## config.mk

```make
export PLATFORM = sky130hd
export DESIGN_NAME = apb_master
export DESIGN_NICKNAME = d
export VERILOG_FILES = /design/src/rtl/apb_pkg.sv /design/src/rtl/apb_wait_timer.sv /design/src/rtl/apb_master.sv
export SDC_FILE = /design/constraint.sdc
export NUM_CORES = 1
export LEC_CHECK = 0
export CORE_UTILIZATION = 30
export DETAILED_ROUTE_END_ITERATION = 8
export PLACE_DENSITY = 0.73
export SLEW_MARGIN = 25
export SYNTH_ARGS = -nofsm -noshare
export SYNTH_HDL_FRONTEND = slang
export SYNTH_SLANG_ARGS = --single-unit
```

## constraint.sdc

```tcl
create_clock -name i_clk_apb -period 2.7 [get_ports i_clk_apb]
set_input_delay 0.54 -clock i_clk_apb [delete_from_list [all_inputs] [get_ports i_clk_apb]]
set_output_delay 0.54 -clock i_clk_apb [all_outputs]
set_load 0.01 [all_outputs]
```

## src/rtl/apb_pkg.sv

```systemverilog
// Shared types and default widths for the APB master/slave blocks.
package apb_pkg;

  localparam int APB_ADDR_W = 32;
  localparam int APB_DATA_W = 32;

  typedef enum logic [1:0] {
    ST_IDLE   = 2'd0,
    ST_SETUP  = 2'd1,
    ST_ACCESS = 2'd2,
    ST_RESP   = 2'd3
  } apb_mst_state_t;

endpackage

```

## src/rtl/apb_wait_timer.sv

```systemverilog
// Saturating wait-state counter; flags when the ACCESS phase has used up its budget.
module apb_wait_timer #(
  parameter int unsigned TIMEOUT = 16
) (
  input  logic clk,
  input  logic rst_n,
  input  logic clear,
  input  logic enable,
  output logic expired
);

  localparam int unsigned CNT_W = (TIMEOUT < 2) ? 1 : $clog2(TIMEOUT);

  logic [CNT_W-1:0] count;

  // Count stalled ACCESS cycles, parking at all-ones instead of wrapping.
  always_ff @(posedge clk or negedge rst_n) begin
    if (!rst_n) begin
      count <= '0;
    end else if (clear) begin
      count <= '0;
    end else if (enable && (count != {CNT_W{1'b1}})) begin
      count <= count + CNT_W'(1);
    end
  end

  // TIMEOUT of zero means the master waits forever.
  assign expired = (TIMEOUT != 0) && (count == CNT_W'(TIMEOUT - 1));

endmodule

```

## src/rtl/apb_master.sv

```systemverilog
// Single-outstanding APB master: command in, one APB transfer, one response out.
module apb_master
  import apb_pkg::*;
#(
  parameter int          ADDR_W  = APB_ADDR_W,
  parameter int          DATA_W  = APB_DATA_W,
  parameter int unsigned TIMEOUT = 16
) (
  input  logic              i_clk_apb,
  input  logic              i_rstn_apb,
  input  logic              i_cmd_valid,
  output logic              o_cmd_ready,
  input  logic [ADDR_W-1:0] i_cmd_addr,
  input  logic              i_cmd_rd0_wr1,
  input  logic [DATA_W-1:0] i_cmd_wdata,
  output logic              o_psel,
  output logic              o_penable,
  output logic [ADDR_W-1:0] o_paddr,
  output logic              o_pwrite,
  output logic [DATA_W-1:0] o_pwdata,
  input  logic              i_pready,
  input  logic [DATA_W-1:0] i_prdata,
  input  logic              i_pslverr,
  output logic              o_rsp_valid,
  input  logic              i_rsp_ready,
  output logic [DATA_W-1:0] o_rsp_rdata,
  output logic              o_rsp_err,
  output logic              o_rsp_timeout
);

  apb_mst_state_t    state, state_nxt;
  logic              psel_nxt, penable_nxt, pwrite_nxt;
  logic [ADDR_W-1:0] paddr_nxt;
  logic [DATA_W-1:0] pwdata_nxt, rsp_rdata_nxt;
  logic              rsp_valid_nxt, rsp_err_nxt, rsp_timeout_nxt;
  logic              timer_clear, timer_en, timer_expired;

  apb_wait_timer #(.TIMEOUT(TIMEOUT)) u_wait_timer (
    .clk     (i_clk_apb),
    .rst_n   (i_rstn_apb),
    .clear   (timer_clear),
    .enable  (timer_en),
    .expired (timer_expired)
  );

  // Ready is gated by reset so it reads 0 while held in reset and 1 on the first cycle out.
  assign o_cmd_ready = (state == ST_IDLE) && i_rstn_apb;

  // State and every APB/response output are registered; reset drops them all at once.
  always_ff @(posedge i_clk_apb or negedge i_rstn_apb) begin
    if (!i_rstn_apb) begin
      state         <= ST_IDLE;
      o_psel        <= 1'b0;
      o_penable     <= 1'b0;
      o_paddr       <= '0;
      o_pwrite      <= 1'b0;
      o_pwdata      <= '0;
      o_rsp_valid   <= 1'b0;
      o_rsp_rdata   <= '0;
      o_rsp_err     <= 1'b0;
      o_rsp_timeout <= 1'b0;
    end else begin
      state         <= state_nxt;
      o_psel        <= psel_nxt;
      o_penable     <= penable_nxt;
      o_paddr       <= paddr_nxt;
      o_pwrite      <= pwrite_nxt;
      o_pwdata      <= pwdata_nxt;
      o_rsp_valid   <= rsp_valid_nxt;
      o_rsp_rdata   <= rsp_rdata_nxt;
      o_rsp_err     <= rsp_err_nxt;
      o_rsp_timeout <= rsp_timeout_nxt;
    end
  end

  // Next-state and next-output decode; everything holds unless a phase changes it.
  always_comb begin
    state_nxt       = state;
    psel_nxt        = o_psel;
    penable_nxt     = o_penable;
    paddr_nxt       = o_paddr;
    pwrite_nxt      = o_pwrite;
    pwdata_nxt      = o_pwdata;
    rsp_valid_nxt   = o_rsp_valid;
    rsp_rdata_nxt   = o_rsp_rdata;
    rsp_err_nxt     = o_rsp_err;
    rsp_timeout_nxt = o_rsp_timeout;
    timer_clear     = 1'b0;
    timer_en        = 1'b0;

    case (state)
      ST_IDLE: begin
        if (i_cmd_valid) begin
          paddr_nxt   = i_cmd_addr;
          pwrite_nxt  = i_cmd_rd0_wr1;
          pwdata_nxt  = i_cmd_wdata;
          psel_nxt    = 1'b1;
          penable_nxt = 1'b0;
          timer_clear = 1'b1;
          state_nxt   = ST_SETUP;
        end
      end
      ST_SETUP: begin
        penable_nxt = 1'b1;
        state_nxt   = ST_ACCESS;
      end
      ST_ACCESS: begin
        // A ready slave beats the timeout on the same cycle.
        if (i_pready) begin
          psel_nxt        = 1'b0;
          penable_nxt     = 1'b0;
          rsp_valid_nxt   = 1'b1;
          rsp_rdata_nxt   = (!o_pwrite && !i_pslverr) ? i_prdata : '0;
          rsp_err_nxt     = i_pslverr;
          rsp_timeout_nxt = 1'b0;
          state_nxt       = ST_RESP;
        end else if (timer_expired) begin
          psel_nxt        = 1'b0;
          penable_nxt     = 1'b0;
          rsp_valid_nxt   = 1'b1;
          rsp_rdata_nxt   = '0;
          rsp_err_nxt     = 1'b1;
          rsp_timeout_nxt = 1'b1;
          state_nxt       = ST_RESP;
        end else begin
          timer_en = 1'b1;
        end
      end
      ST_RESP: begin
        if (i_rsp_ready) begin
          rsp_valid_nxt = 1'b0;
          state_nxt     = ST_IDLE;
        end
      end
      default: state_nxt = ST_IDLE;
    endcase
  end

endmodule
```

==> impl_summary.md <==
Floorplanning
The floorplan step defined a die boundary enclosing 14,700 sq um. For this configuration, the core starts out at a cell density of 30.6%. From bottom edge to top edge, the die measures 121 um. In this run the count of I/O pins placed on the die edge is 206. The die is 121 um wide. The placeable core region is 13,900 sq um. The number of placement rows is 43.

Worst setup path
The critical path goes through inv_1 > ha_1 > and2_1 > clkdlybuf4s50_1. The number of cell instances on the worst register-to-register path is 6. The slowest library cell on the worst path is clkdlybuf4s50_1. The most critical setup path has its startpoint at state[0]$_DFFE_PN0P_. Following the worst setup path forward leads to its endpoint at o_cmd_ready. STA puts the critical path data required time at 2.16 ns. In this run the critical register-to-register path is captured at o_rsp_rdata[9]$_DFFE_PN0P_. The start-to-end type of the worst setup path is register to output pin. The launching point of the worst reg2reg path is state[0]$_DFFE_PN0P_.

The worst setup path is launched from a register. The kind of capture point of the worst setup path is an output pin. The setup check on the worst reg-to-reg path leaves a slack of 0.76 ns. The data arrival time at the worst-slack endpoint is 1.88 ns. In this run the number of cells on the critical path is 4.

The maximum fanout count along the critical path is 6. The highest cell delay on the worst timing path is 0.55 ns. The cell family contributing the most delay on the critical path is buffers and inverters.

The sum of buffers and inverters on the critical path is 2.

Drt
The DRC violation count after routing is 0. The number of detailed-route iterations in the first pass is 4. The number of vias per cell is 4.55.

After detailed routing, the total wire length is 10.2 mm. The via count is 2,989. Wire segments on met2 add up to 4.55 mm in the final route. In this run, the number of DRC markers left after iteration 0 of detailed routing was 77. The top metal layer carrying routed signals is met4. The count of antenna-violating nets left after detailed routing is 0.

The amount of wire on met3 after detailed routing is 882 um. The met1 layer wirelength in the final routing is 4.58 mm. In the final routed layout, each cell accounts on average for 15.5 um.

Logic synthesis
The share of flip-flops with an asynchronous set or reset is 100%. The netlist area before placement is 4250 sq um. After synthesis, the cell types taking the most area are dfrtp_1 (64%), mux2_2 (13%), a22o_1 (6.8%), mux2_4 (6.0%), ha_1 (1.5%). For this run, the number of Yosys warnings is 0.

The count of different cell masters after synthesis is 38. Synthesis produced 266 cells. The share of the Yosys chip area taken by registers is 63.5%. Among all cell types in the netlist, the one instantiated most often is dfrtp_1. The average cell area after synthesis is 16.0 sq um. Sorting the synthesized cells by how often they occur yields dfrtp_1 (108), mux2_2 (50), a22o_1 (33). The net count of the mapped netlist is 374. The number of enable flip-flop cells after synthesis is 0. The top-area cell type share of the netlist area is 63.5%. The prevailing post-synth register cell is dfrtp_1. The biggest area consumer among synthesized cells is dfrtp_1.

Synthesis inferred 108 register bits.

STA
For the pin with the worst max-slew slack, the measured transition is 0.695 ns. Subtracting the final worst setup slack from the clock period gives 2.42 ns. The final worst hold slack is 0.324 ns. The number of setup violations in the final report is 0.

The worst-case clock skew is 0.0103 ns. The total count of max-transition violations in the final report is 0. The maximum frequency from static timing analysis is 0.413 GHz.

The post-route worst setup slack is 0.279 ns. Measured against its own limit, the worst slew margin works out to 53.7%. Setup repair after global routing left no endpoint under its margin. The setup total negative slack is 0 ns. The count of final hold-check violations is 0.

The post-route fraction of the period consumed by the critical path is 89.7%.

Finish
Excluding fillers, the count of instances in the completed layout stands at 657. The layout-stage area growth over the synthesis result is 59.1%. The cell area after layout is 6770 sq um. The net count of the finished layout is 580.

Cells with a size suffix above 1 make up 20.5% of the layout. The antenna diode count is 0.

GRT
The via count of the first global-routing pass is 3,102. The aggregate global routing overflow is 0. Global routing consumed, over all layers together, 13.9% of the routing resources. The largest net degree at the start of global routing is 56.

The number of antenna violations at the first check in global routing is 0. The first global-routing pass estimated 15.7 mm of wire.

Outcome
The flow ran to the end, and the final reports show no timing, DRC or antenna violations.

Pwr
In this run the static leakage power is 2.85 nW. The power per cell area is 1070 nW/um^2. The maximum ir drop on the vdd rail is 0.000347 V.

CTS
In this run the deepest clock path goes through 2 buffers. Clock tree synthesis inserted a total of 9 buffers. The cell sitting at the root of the clock tree is a clkbuf_16. TritonCTS built the clock tree.

After clock tree synthesis, the setup repair step added 0 buffers. The clock latency reported for the late side of the worst-skew pair is 0.34 ns. The clock tree synthesis step divided the H-tree into 3 levels. CTS saw 108 sinks.

The number of gates resized after CTS is 0. After clock tree synthesis, the flow added hold-fix buffers numbering 0. After clock tree synthesis, the clock-pin slew on the worst setup and hold paths is 0.08 ns.

Placement
The placer's final routability congestion estimate is 0.717. Buffers placed on the I/O ports in this run total 205. At the placement stage, the worst setup path has a slack of 0.491 ns.

Once placement finished, the instance area stood at 6480 sq um. The HPWL after detailed placement is 7.41 mm. The post-placement cell count is 641.

Hold path
The worst hold path belongs to the class input port to asynchronous set/reset pin.

Job
Max-cap violations in this run came to 0.
-- power by group --
group          internal (W)  switching (W)  leakage, nW  total (W)
Sequential          0.00232       0.000394         1.34    0.00271
Combinational       0.00208        0.00119         1.38    0.00327
Clock              0.000640       0.000617        0.141    0.00126
-- routing by layer --
layer | GRT usage (%) | vias up
met1 | 17.9 | 1449
met3 | 4.04 | 13
met5 | 0 | -
met2 | 21.5 | 150
met4 | 6.17 | 0
li1 | - | 1377
-- layout by cell type (no fill, tap or decap), types with 2 or more instances in the layout --
cell,count
a21oi_1,2
a22o_1,33
buf_12,3
buf_4,3
clkbuf_16,9
clkdlybuf4s50_1,204
clkinv_4,3
dfrtp_1,108
ha_1,5
inv_1,3
inv_6,3
mux2_2,50
mux2_4,17
nand3_1,2
nor2b_1,3
o21ai_0,4
-- state kept, by name (all words and copies together), names as in the netlist --
| signal | flops |
|---|---|
| o_rsp_err | 1 |
| o_penable | 1 |
| state | 2 |
| o_psel | 1 |
| o_rsp_timeout | 1 |
| o_rsp_valid | 1 |
| u_wait_timer.count | 4 |
| o_pwrite | 1 |
| o_pwdata | 32 |
| o_rsp_rdata | 32 |
| o_paddr | 32 |
-- cell type report --
| cell class | instances | area, sq um |
|---|---|---|
| fillers | 1212 | 7110 |
| flip-flops and latches | 108 | 2700 |
| repair buffers | 210 | 2120 |
| multi-input cells | 139 | 1410 |
| clock buffers | 9 | 225 |
| well taps | 180 | 225 |
| clock inverters | 7 | 57.6 |
| inverters | 4 | 17.5 |
-- through the flow --
stage	total power [W]	util [%]
2_1_floorplan	0.00428	-
3_3_place_gp	0.00596	46.7
3_5_place_dp	0.00604	46.7
4_1_cts	0.00733	48.7
5_1_grt	0.00767	48.7
6_report	0.00724	48.7
-- worst min-delay path by stage --
stage / start / to / slack [ns] / depth (start not counted)
after detailed placement: o_penable$_DFFE_PN0P_ / o_penable$_DFFE_PN0P_ / 0.48 / 1
after global placement: o_penable$_DFFE_PN0P_ / o_penable$_DFFE_PN0P_ / 0.47 / 1
final: i_rstn_apb / u_wait_timer.count[1]$_DFFE_PN0P_ / 0.32 / 2
after floorplan: i_rstn_apb / o_paddr[0]$_DFFE_PN0P_ / 0.24 / 0
after global routing: i_rstn_apb / u_wait_timer.count[2]$_DFFE_PN0P_ / 0.39 / 2
after CTS: i_rstn_apb / o_pwrite$_DFFE_PN0P_ / 0.35 / 2
-- logic make-up after synthesis --
group | Yosys count | share of synthesized area (%)
muxes | 68 | 19.5
AOI/OAI and AO/OA | 51 | 10.0
buffers and inverters | 19 | 3.24
adders and majority gates | 5 | 1.47
DFF | 108 | 63.5
and+or+nand+nor | 15 | 2.24
-- worst reg2reg max path, cell delays in order (launching register included) --
cell      delay, ns
dfrtp_1        0.42
inv_1          0.10
ha_1           0.41
nand3b_1       0.22
nor2_2         0.34
buf_12         0.22
a22o_1         0.17
Power figures use the tool's default switching activity.
